### src/rtl/utf16_byte_encoder.sv
// UTF-16 byte-stream encoder: one code point per handshake in, 2 or 4 bytes out
// (BE or LE per character), with surrogate pairs and invalid-input replacement/drop.
module utf16_byte_encoder #(
  parameter bit          REPLACE   = 1'b1,
  parameter logic [15:0] REPL_UNIT = 16'hFFFD,
  parameter int unsigned CNT_W     = 8
) (
  input  logic             clk,
  input  logic             rst_n,
  input  logic [31:0]      cp_in,
  input  logic             cp_le,
  input  logic             cp_valid,
  output logic             cp_ready,
  output logic [7:0]       out_byte,
  output logic             out_valid,
  input  logic             out_ready,
  output logic             out_last,
  output logic             err_invalid,
  output logic [CNT_W-1:0] err_count,
  input  logic             err_clr
);

  typedef enum logic [0:0] {StIdle, StEmit} state_e;

  state_e           state_q, state_d;
  logic [3:0][7:0]  bytes_q, bytes_d;
  logic [1:0]       idx_q, idx_d;
  logic [1:0]       last_idx_q, last_idx_d;
  logic [7:0]       out_byte_q, out_byte_d;
  logic             out_last_q, out_last_d;
  logic             err_invalid_q, err_invalid_d;
  logic [CNT_W-1:0] err_count_q, err_count_d;

  // Classification of the incoming code point
  logic            is_surr, is_big, is_invalid, is_pair, new_emit;
  logic [20:0]     v_full;
  logic [15:0]     unit_h, unit_l, unit0;
  logic [3:0][7:0] new_bytes;
  logic [1:0]      new_last;

  assign is_surr    = (cp_in[31:11] == 21'h00001B);
  assign is_big     = (cp_in > 32'h0010_FFFF);
  assign is_invalid = is_surr | is_big;
  assign is_pair    = ~is_invalid & (|cp_in[20:16]);
  assign new_emit   = ~is_invalid | REPLACE;

  assign v_full = cp_in[20:0] - 21'h01_0000;
  assign unit_h = {6'b110110, v_full[19:10]};
  assign unit_l = {6'b110111, v_full[9:0]};
  assign unit0  = is_invalid ? REPL_UNIT : (is_pair ? unit_h : cp_in[15:0]);

  assign new_bytes[0] = cp_le ? unit0[7:0]  : unit0[15:8];
  assign new_bytes[1] = cp_le ? unit0[15:8] : unit0[7:0];
  assign new_bytes[2] = cp_le ? unit_l[7:0]  : unit_l[15:8];
  assign new_bytes[3] = cp_le ? unit_l[15:8] : unit_l[7:0];
  assign new_last     = is_pair ? 2'd3 : 2'd1;

  // Handshakes
  logic out_fire, last_fire, accept, load, inv_accept;
  logic [1:0] idx_nxt;

  assign out_valid  = (state_q == StEmit);
  assign out_fire   = out_valid & out_ready;
  assign last_fire  = out_fire & out_last_q;
  // Combinational from out_ready so a new character can follow with no bubble
  assign cp_ready   = (state_q == StIdle) | last_fire;
  assign accept     = cp_valid & cp_ready;
  assign load       = accept & new_emit;
  assign inv_accept = accept & is_invalid;
  assign idx_nxt    = idx_q + 2'd1;

  always_comb begin
    state_d    = state_q;
    bytes_d    = bytes_q;
    idx_d      = idx_q;
    last_idx_d = last_idx_q;
    out_byte_d = out_byte_q;
    out_last_d = out_last_q;
    if (load) begin
      state_d    = StEmit;
      bytes_d    = new_bytes;
      last_idx_d = new_last;
      idx_d      = 2'd0;
      out_byte_d = new_bytes[0];
      out_last_d = 1'b0;
    end else if (last_fire) begin
      state_d    = StIdle;
      idx_d      = 2'd0;
      out_byte_d = 8'h00;
      out_last_d = 1'b0;
    end else if (out_fire) begin
      idx_d      = idx_nxt;
      out_byte_d = bytes_q[idx_nxt];
      out_last_d = (idx_nxt == last_idx_q);
    end
  end

  // Clear has priority over a same-cycle invalid accept
  always_comb begin
    err_invalid_d = err_invalid_q;
    err_count_d   = err_count_q;
    if (err_clr) begin
      err_invalid_d = 1'b0;
      err_count_d   = '0;
    end else if (inv_accept) begin
      err_invalid_d = 1'b1;
      if (!(&err_count_q)) begin
        err_count_d = err_count_q + CNT_W'(1);
      end
    end
  end

  always_ff @(posedge clk or negedge rst_n) begin
    if (!rst_n) begin
      state_q       <= StIdle;
      bytes_q       <= '0;
      idx_q         <= 2'd0;
      last_idx_q    <= 2'd0;
      out_byte_q    <= 8'h00;
      out_last_q    <= 1'b0;
      err_invalid_q <= 1'b0;
      err_count_q   <= '0;
    end else begin
      state_q       <= state_d;
      bytes_q       <= bytes_d;
      idx_q         <= idx_d;
      last_idx_q    <= last_idx_d;
      out_byte_q    <= out_byte_d;
      out_last_q    <= out_last_d;
      err_invalid_q <= err_invalid_d;
      err_count_q   <= err_count_d;
    end
  end

  assign out_byte    = out_byte_q;
  assign out_last    = out_last_q;
  assign err_invalid = err_invalid_q;
  assign err_count   = err_count_q;

endmodule

### config.mk
export PLATFORM = sky130hd
export DESIGN_NAME = utf16_byte_encoder
export DESIGN_NICKNAME = d
export VERILOG_FILES = /design/src/rtl/utf16_byte_encoder.sv
export SDC_FILE = /design/constraint.sdc
export NUM_CORES = 1
export LEC_CHECK = 0
export ABC_AREA = 1
export BUFFER_PORTS_ARGS = -buffer_cell sky130_fd_sc_hd__buf_2
export CORE_UTILIZATION = 50
export CTS_CLUSTER_SIZE = 16
export DETAILED_ROUTE_END_ITERATION = 6
export GPL_TIMING_DRIVEN = 0
export HOLD_SLACK_MARGIN = 0.08
export PLACE_DENSITY = 0.73
export SYNTH_ARGS = -nofsm -noshare
export SYNTH_HDL_FRONTEND = slang
export SYNTH_SLANG_ARGS = --single-unit
### constraint.sdc
create_clock -name clk -period 1.5 [get_ports clk]
set_input_delay 0.225 -clock clk [delete_from_list [all_inputs] [get_ports clk]]
set_output_delay 0.225 -clock clk [all_outputs]
set_load 0.05 [all_outputs]
==> results by group, run 1 <==
Synthesis
  • YS warnings: 0
  • #FFs+latches synth: 55
  • Prevailing post-synth register cell: dfrtp_1
  • Synth area leaders: dfrtp_1 44%, nand3_1 10%, nand2_1 8.5%, o21ai_0 5.5%, nor2_1 5.3%
  • Share of the synthesized area in the top cell type: 0.441
  • Mean Syn Cell Area: 7.56 µm²
  • Synth async-reset ratio: 1.00
  • Register area share after synthesis: 0.441
  • Mapped Cells: 413
  • Post-synth EDFFs: 0
  • Net Count, Synth: 453
  • Cell taking the most area after synthesis: dfrtp_1
  • Commonest cells in the netlist: 71 x nand2_1, 63 x nand3_1, 55 x dfrtp_1
  • Top-count cell post-synth: nand2_1
  • Netlist Area Pre-Place: 0.00312 mm²
  • Post-synth cell types: 34

Critical path
  • Worst path cell trace: nand3_4, nand2_8, buf_4
  • CP bufs+invs: 1
  • R2r startpoint: idx_q[0]
  • Critical path arrival: 1.24 ns
  • R2R Setup Slk: 0.04 ns
  • Setup CP Type: reg2out
  • Slowest Stage Delay on Critical Path: 0.55 ns
  • Slowest-stage cell, CP: dfrtp_4
  • CP Max Fanout: 5
  • Crit path launch: out_valid
  • Worst setup EP type: output pin
  • R2R Path End: out_byte[2]
  • Startpoint Class: flip-flop
  • CP delay by family, top: flip-flops
  • Worst EP required: 1.27 ns
  • Reg2Reg Depth: 5

Routing
  • DRT Pass-1 Iters: 4
  • Routed len/inst: 14.9 µm
  • Detailed-route via count: 3,084
  • DRT Wirelength: 8270 µm
  • Residual DRC count: 0
  • Via/cell ratio: 5.56
  • Post-DRT Antenna Nets: 0
  • Initial DRC count: 192

Timing
  • Fin crit share: 0.974
  • Final Skew: 0.0101 ns
  • Final hold violations: 0
  • Transition time of the tightest slew-check pin: 1.20 ns
  • RSZ-0062 raised after global routing: yes
  • Slew Limit Fails: 0
  • Fin crit period: 1.46 ns
  • Slew headroom: 0.199
  • Fmax: 684 MHz
  • Final Setup Violations: 0

Floorplanning
  • Placeable Area: 0.00596 mm²
  • Initial Util: 0.524
  • Rows: 28
  • Die ar.: 0.00656 mm²
  • IO Pins: 58
  • Die X: 81.0 µm
  • Die height: 81.0 µm

Layout
  • Reg area: 0.00139 mm²
  • Multi-input gate area: 0.00157 mm²
  • Utilization of the core after routing: 0.628
  • Share of cells above drive strength 1: 0.248
  • Final instance area: 0.00374 mm²
  • Final std cells w/o fill: 555
  • Antenna Cells: 0
  • Layout filler cell count: 546
  • Synthesis-to-finish area growth: 19.9%
  • Final net count: 519

Clocking
  • # clock sinks: 55
  • Num CTS Buffers: 5
  • CTS clk-pin slew, worst paths: 0.09 ns
  • Skew-Pair Late Insertion Delay: 0.31 ns
  • Root buffer cell: clkbuf_8
  • Max Buffers Root-to-Sink: 2
  • Hold buffers post-CTS: 0
  • CTS tree: built
  • H-tree depth: 2

Power
  • LEAKAGE: 1.76 nW
  • Maximum vdd drop: 1.06 mV
  • Power per cell area: 1640 mW/mm²

GRT
  • Initial antenna violation count: 0
  • Vias in the first global route: 2,780
  • Global-route wire length before repair: 13,200 µm
  • Largest net degree at the start of global routing: 56
  • Grt ovf: 0
  • GR Util All Layers: 0.265

Worst hold path
  • Min-Delay Path Class: in2async

Place
  • Routability Congestion: 0.937
  • Dpl cell area: 0.00357 mm²
  • Dpl cells: 545
  • DP HPWL: 6170 µm
  • # port buffers: 57

Outcome
  • Status: complete, no violations

Run
  • Max Cap Viol: 0
==> cells in the final DEF (no fill, tap or decap), drive strengths merged <==
cell type and n:
o41ai 1, clkinv 3, clkbuf 16, or2 2
nor4 1, buf 67, a31oi 5, ha 2
nand4 1, clkinvlp 1, xnor2 4, o21ai 47
o21bai 4, dfrtp 55, inv 43, nand3 65
nand2 76, xor2 4, mux2i 1, a21oi 18
o31ai 2, nor2 48, o22ai 10, nor3 4
==> worst reg2reg max path: stages (launching register included) <==
cell	delay, ns
dfrtp_1	0.47
clkbuf_4	0.23
o22ai_1	0.33
o21bai_1	0.10
a21oi_1	0.13
a21oi_1	0.08
==> registers in the layout, summed over array words and instances (netlist names) <==
| register | flops |
|---|---|
| err_count | 8 |
| out_last | 1 |
| idx_q | 2 |
| err_invalid | 1 |
| out_byte | 8 |
| out_valid | 1 |
| last_idx_q | 2 |
| bytes_q | 32 |
==> layout make-up <==
class / instances / area share
clock inverters: 2 / 0.00334
flip-flops and latches: 55 / 0.371
multi-input cells: 295 / 0.421
plain buffers: 18 / 0.0321
repair buffers: 59 / 0.0809
clock buffers: 6 / 0.0194
inverters: 45 / 0.0475
well taps: 75 / 0.0251
==> per-layer routing <==
| metal | up-vias | wire, µm | GRT usage |
|---|---|---|---|
| met5 | - | 0 | 0 |
| met1 | 1433 | 3750 | 0.357 |
| met3 | 12 | 511 | 0.0449 |
| met2 | 125 | 3900 | 0.445 |
| li1 | 1514 | - | - |
| met4 | 0 | 109 | 0.0625 |
==> how the worst max path moves through the flow <==
stage | endpoint | slack [ns] | cells after the start
after floorplan | err_count[7] | 0.03 | 6
after global placement | bytes_q[6] | -0.25 | 11
after detailed placement | bytes_q[6] | -0.27 | 11
after CTS | bytes_q[29] | -0.004 | 6
after global routing | out_byte[7] | -0.04 | 5
final | cp_ready | 0.04 | 3
==> repair_timing <==
item,in CTS,in global routing
setup buffers,0,2
cloned,0,0
gates resized for setup,7,22
pin swaps,0,2
setup endpoints to repair,12,33
==> where the power goes <==
group	switching [mW]	internal, mW
registers	0.299	2.08
clock network	0.479	0.328
logic	1.98	0.978
==> cells by family after synthesis <==
| family | count (synthesis) | share of synthesized area |
|---|---|---|
| mux | 1 | 0.00321 |
| simple gates | 197 | 0.285 |
| xor+xnor | 8 | 0.0224 |
| compound gates | 87 | 0.152 |
| flops | 55 | 0.441 |
| fa+ha+maj | 2 | 0.00801 |
| buf+inv | 63 | 0.0894 |
==> through the flow <==
stage	setup WS (ns)	TNS, ns	total power [mW]	hold slack, ns
floorplan	0.0333	0	4.38	-0.0706
global placement	-0.250	-6.04	5.07	0.465
detailed placement	-0.275	-6.40	5.15	0.467
CTS	-0.00382	-0.00382	6.00	0.149
global route	-0.0351	-0.0830	6.55	0.179
finish	0.0388	0	6.14	0.137
No activity file was read; power rests on OpenSTA's default activity.
==> run 2: changes to the inputs <==
--- a/config.mk
+++ b/config.mk
@@ -10,6 +10,7 @@
 export CORE_UTILIZATION = 50
 export CTS_CLUSTER_SIZE = 16
 export DETAILED_ROUTE_END_ITERATION = 6
+export GPL_ROUTABILITY_DRIVEN = 0
 export GPL_TIMING_DRIVEN = 0
 export HOLD_SLACK_MARGIN = 0.08
 export PLACE_DENSITY = 0.73
==> constraint.sdc (replaced) <==
create_clock -name clk -period 1.4 [get_ports clk]
set_input_delay 0.21 -clock clk [delete_from_list [all_inputs] [get_ports clk]]
set_output_delay 0.21 -clock clk [all_outputs]
set_load 0.005 [all_outputs]
==> run 2 against run 1 <==
  * Setup slack lost 0.056 ns
  * Largest power group unchanged
  * Combinational power shrank 3%
  * Critical path type is now reg2reg
  * Global-route usage grew 1.0 points
  * The flow now finishes with violations (setup timing)
  * Core utilization grew 3.9 points
  * Register-to-register slack lost 0.06 ns
  * Die area is the same
  * Clock power grew 6.7%
  * Cell count grew 2.2%
  * Highest routed layer unchanged
==> results by group, run 2 (synthesized netlist as in run 1, its figures left out) <==
Outcome
  • Status: finished with violations
  • Failing checks: setup timing

Routing
  • Post-DRT Antenna Nets: 0
  • Initial DRC count: 210
  • DRT Pass-1 Iters: 5
  • Detailed-route via count: 3,176
  • Residual DRC count: 0
  • Via/cell ratio: 5.60
  • Routed len/inst: 15.5 µm
  • DRT Wirelength: 8770 µm

Critical path
  • R2r startpoint: err_count[4]
  • CP Max Fanout: 4
  • Reg2Reg Depth: 6
  • Worst setup EP type: flip-flop
  • Slowest Stage Delay on Critical Path: 0.46 ns
  • Startpoint Class: flip-flop
  • Critical path arrival: 1.63 ns
  • Worst EP required: 1.61 ns
  • Slowest-stage cell, CP: nor4_1
  • CP dominant cell by count: nand2_1
  • R2R Path End: err_count[7]
  • R2R Setup Slk: -0.02 ns
  • Worst path cell trace: inv_1, nor4_1, xnor2_1, nor2_1, nand2_1, nand2_1
  • Setup CP Type: reg2reg

Power
  • LEAKAGE: 1.86 nW
  • Maximum vdd drop: 0.839 mV
  • Power per cell area: 1590 mW/mm²
  • Power, Total: 6.30 mW

Place
  • DP HPWL: 6130 µm
  • Dpl cells: 545
  • # port buffers: 57
  • Pre-CTS setup slack: -0.353 ns

Timing
  • Slew headroom: 0.592
  • Fin crit period: 1.42 ns
  • Final Skew: 0.00765 ns
  • RSZ-0062 raised after global routing: yes
  • Final Setup Violations: 1
  • Final worst slack: -0.0177 ns
  • Setup TNS: -0.0177 ns
  • Fin crit share: 1.01
  • Slew Limit Fails: 0
  • Transition time of the tightest slew-check pin: 0.612 ns
  • Final hold violations: 0
  • Fmax: 705 MHz

GRT
  • Largest net degree at the start of global routing: 56
  • Vias in the first global route: 2,838
  • GR Util All Layers: 0.276
  • Grt ovf: 0
  • Initial antenna violation count: 0
  • Global-route wire length before repair: 13,600 µm

Floorplanning
  • Die X: 81.0 µm
  • IO Pins: 58
  • Rows: 28
  • Die height: 81.0 µm
  • Initial Util: 0.524
  • Placeable Area: 0.00596 mm²
  • Die ar.: 0.00656 mm²

Clocking
  • CTS tree: built
  • Max Buffers Root-to-Sink: 2
  • Root buffer cell: clkbuf_8
  • Skew-Pair Late Insertion Delay: 0.31 ns
  • H-tree depth: 2
  • Num CTS Buffers: 5
  • CTS clk-pin slew, worst paths: 0.10 ns
  • # clock sinks: 55

Worst hold path
  • HP Start: cp_in[4]
  • Hold Path Stages: 3
  • Hold worst-path end: bytes_q[20]
  • Min-Delay Path Class: in2reg

Layout
  • Share of cells above drive strength 1: 0.285
  • Antenna Cells: 0
  • Largest Register: bytes_q
  • Number of flip-flops in the largest register: 32
  • Commonest non-fill, non-tap cells in the layout: 68 x nand2_1, 58 x buf_2, 53 x nand3_1
  • Commonest non-fill, non-tap cell in the layout: nand2_1
  • Final std cells w/o fill: 567
  • Synthesis-to-finish area growth: 27.4%
  • Final net count: 531

Run
  • Max Cap Viol: 0
[run 2: cell count changes in the layout (fill, tap and decap cells not counted), sizes merged]
cell         previous run  this run
dlygate4sd3             0         1
nand2                  76        77
clkbuf                 16        15
buf                    67        78
[run 2: worst max-delay path by stage]
stage | from | endpoint | slack, ns | cells past startpoint
detailed placement | cp_in[16] | out_byte[3] | -0.35 | 9
CTS | idx_q[0] | out_byte[2] | -0.01 | 5
finish | err_count[4] | err_count[7] | -0.02 | 6
floorplan | cp_in[16] | bytes_q[8] | 0.02 | 10
global route | err_count[5] | err_count[7] | -0.11 | 6
global placement | cp_in[16] | bytes_q[0] | -0.31 | 9
[run 2: stage by stage]
| step | hold WS [ns] | utilization | instance area [µm²] |
|---|---|---|---|
| 2_1_floorplan | -0.0856 | - | 3120 |
| 3_3_place_gp | 0.442 | 0.588 | 3500 |
| 3_5_place_dp | 0.449 | 0.588 | 3500 |
| 4_1_cts | 0.160 | 0.621 | 3700 |
| 5_1_grt | 0.167 | 0.668 | 3980 |
| 6_report | 0.164 | 0.668 | 3980 |
[run 2: cell type report]
type | count | area (µm²)
inverter | 45 | 185
buffer | 18 | 140
sequential | 55 | 1380
clock inverter | 2 | 12.5
tap | 75 | 93.8
clock buffer | 6 | 72.6
timing repair buffer | 70 | 419
multi-input combinational | 296 | 1670
fill | 526 | 1980
[run 2: layer usage]
| layer | up-vias | GRT usage | wire length, µm |
|---|---|---|---|
| li1 | 1535 | - | - |
| met1 | 1478 | 0.366 | 3770 |
| met2 | 144 | 0.455 | 4160 |
| met3 | 19 | 0.0382 | 632 |
| met4 | 0 | 0.105 | 215 |
| met5 | - | 0 | 0 |
[run 2: what timing repair did]
action                     CTS  global route
cloned                       0             2
buffers inserted             1             9
gates resized for setup     28            42
hold endpoints to repair     0            12
pin swaps                    3            11
setup endpoints to repair   53            52
hold buffers                 0             1
[run 2: worst max-delay path, delay by kind of cell, from the launching register on]
family	cells	cell delay, ns
simple gates	4	0.62
buf+inv	1	0.11
xor+xnor	1	0.18
flops	1	0.41
[run 2: power by group]
| group | internal (mW) | switching, mW | leakage [nW] | total [mW] |
|---|---|---|---|---|
| combinational | 1.22 | 1.65 | 1.17 | 2.87 |
| sequential | 2.23 | 0.338 | 0.656 | 2.57 |
| clock | 0.351 | 0.510 | 0.0412 | 0.861 |
| total | 3.81 | 2.50 | 1.86 | 6.30 |
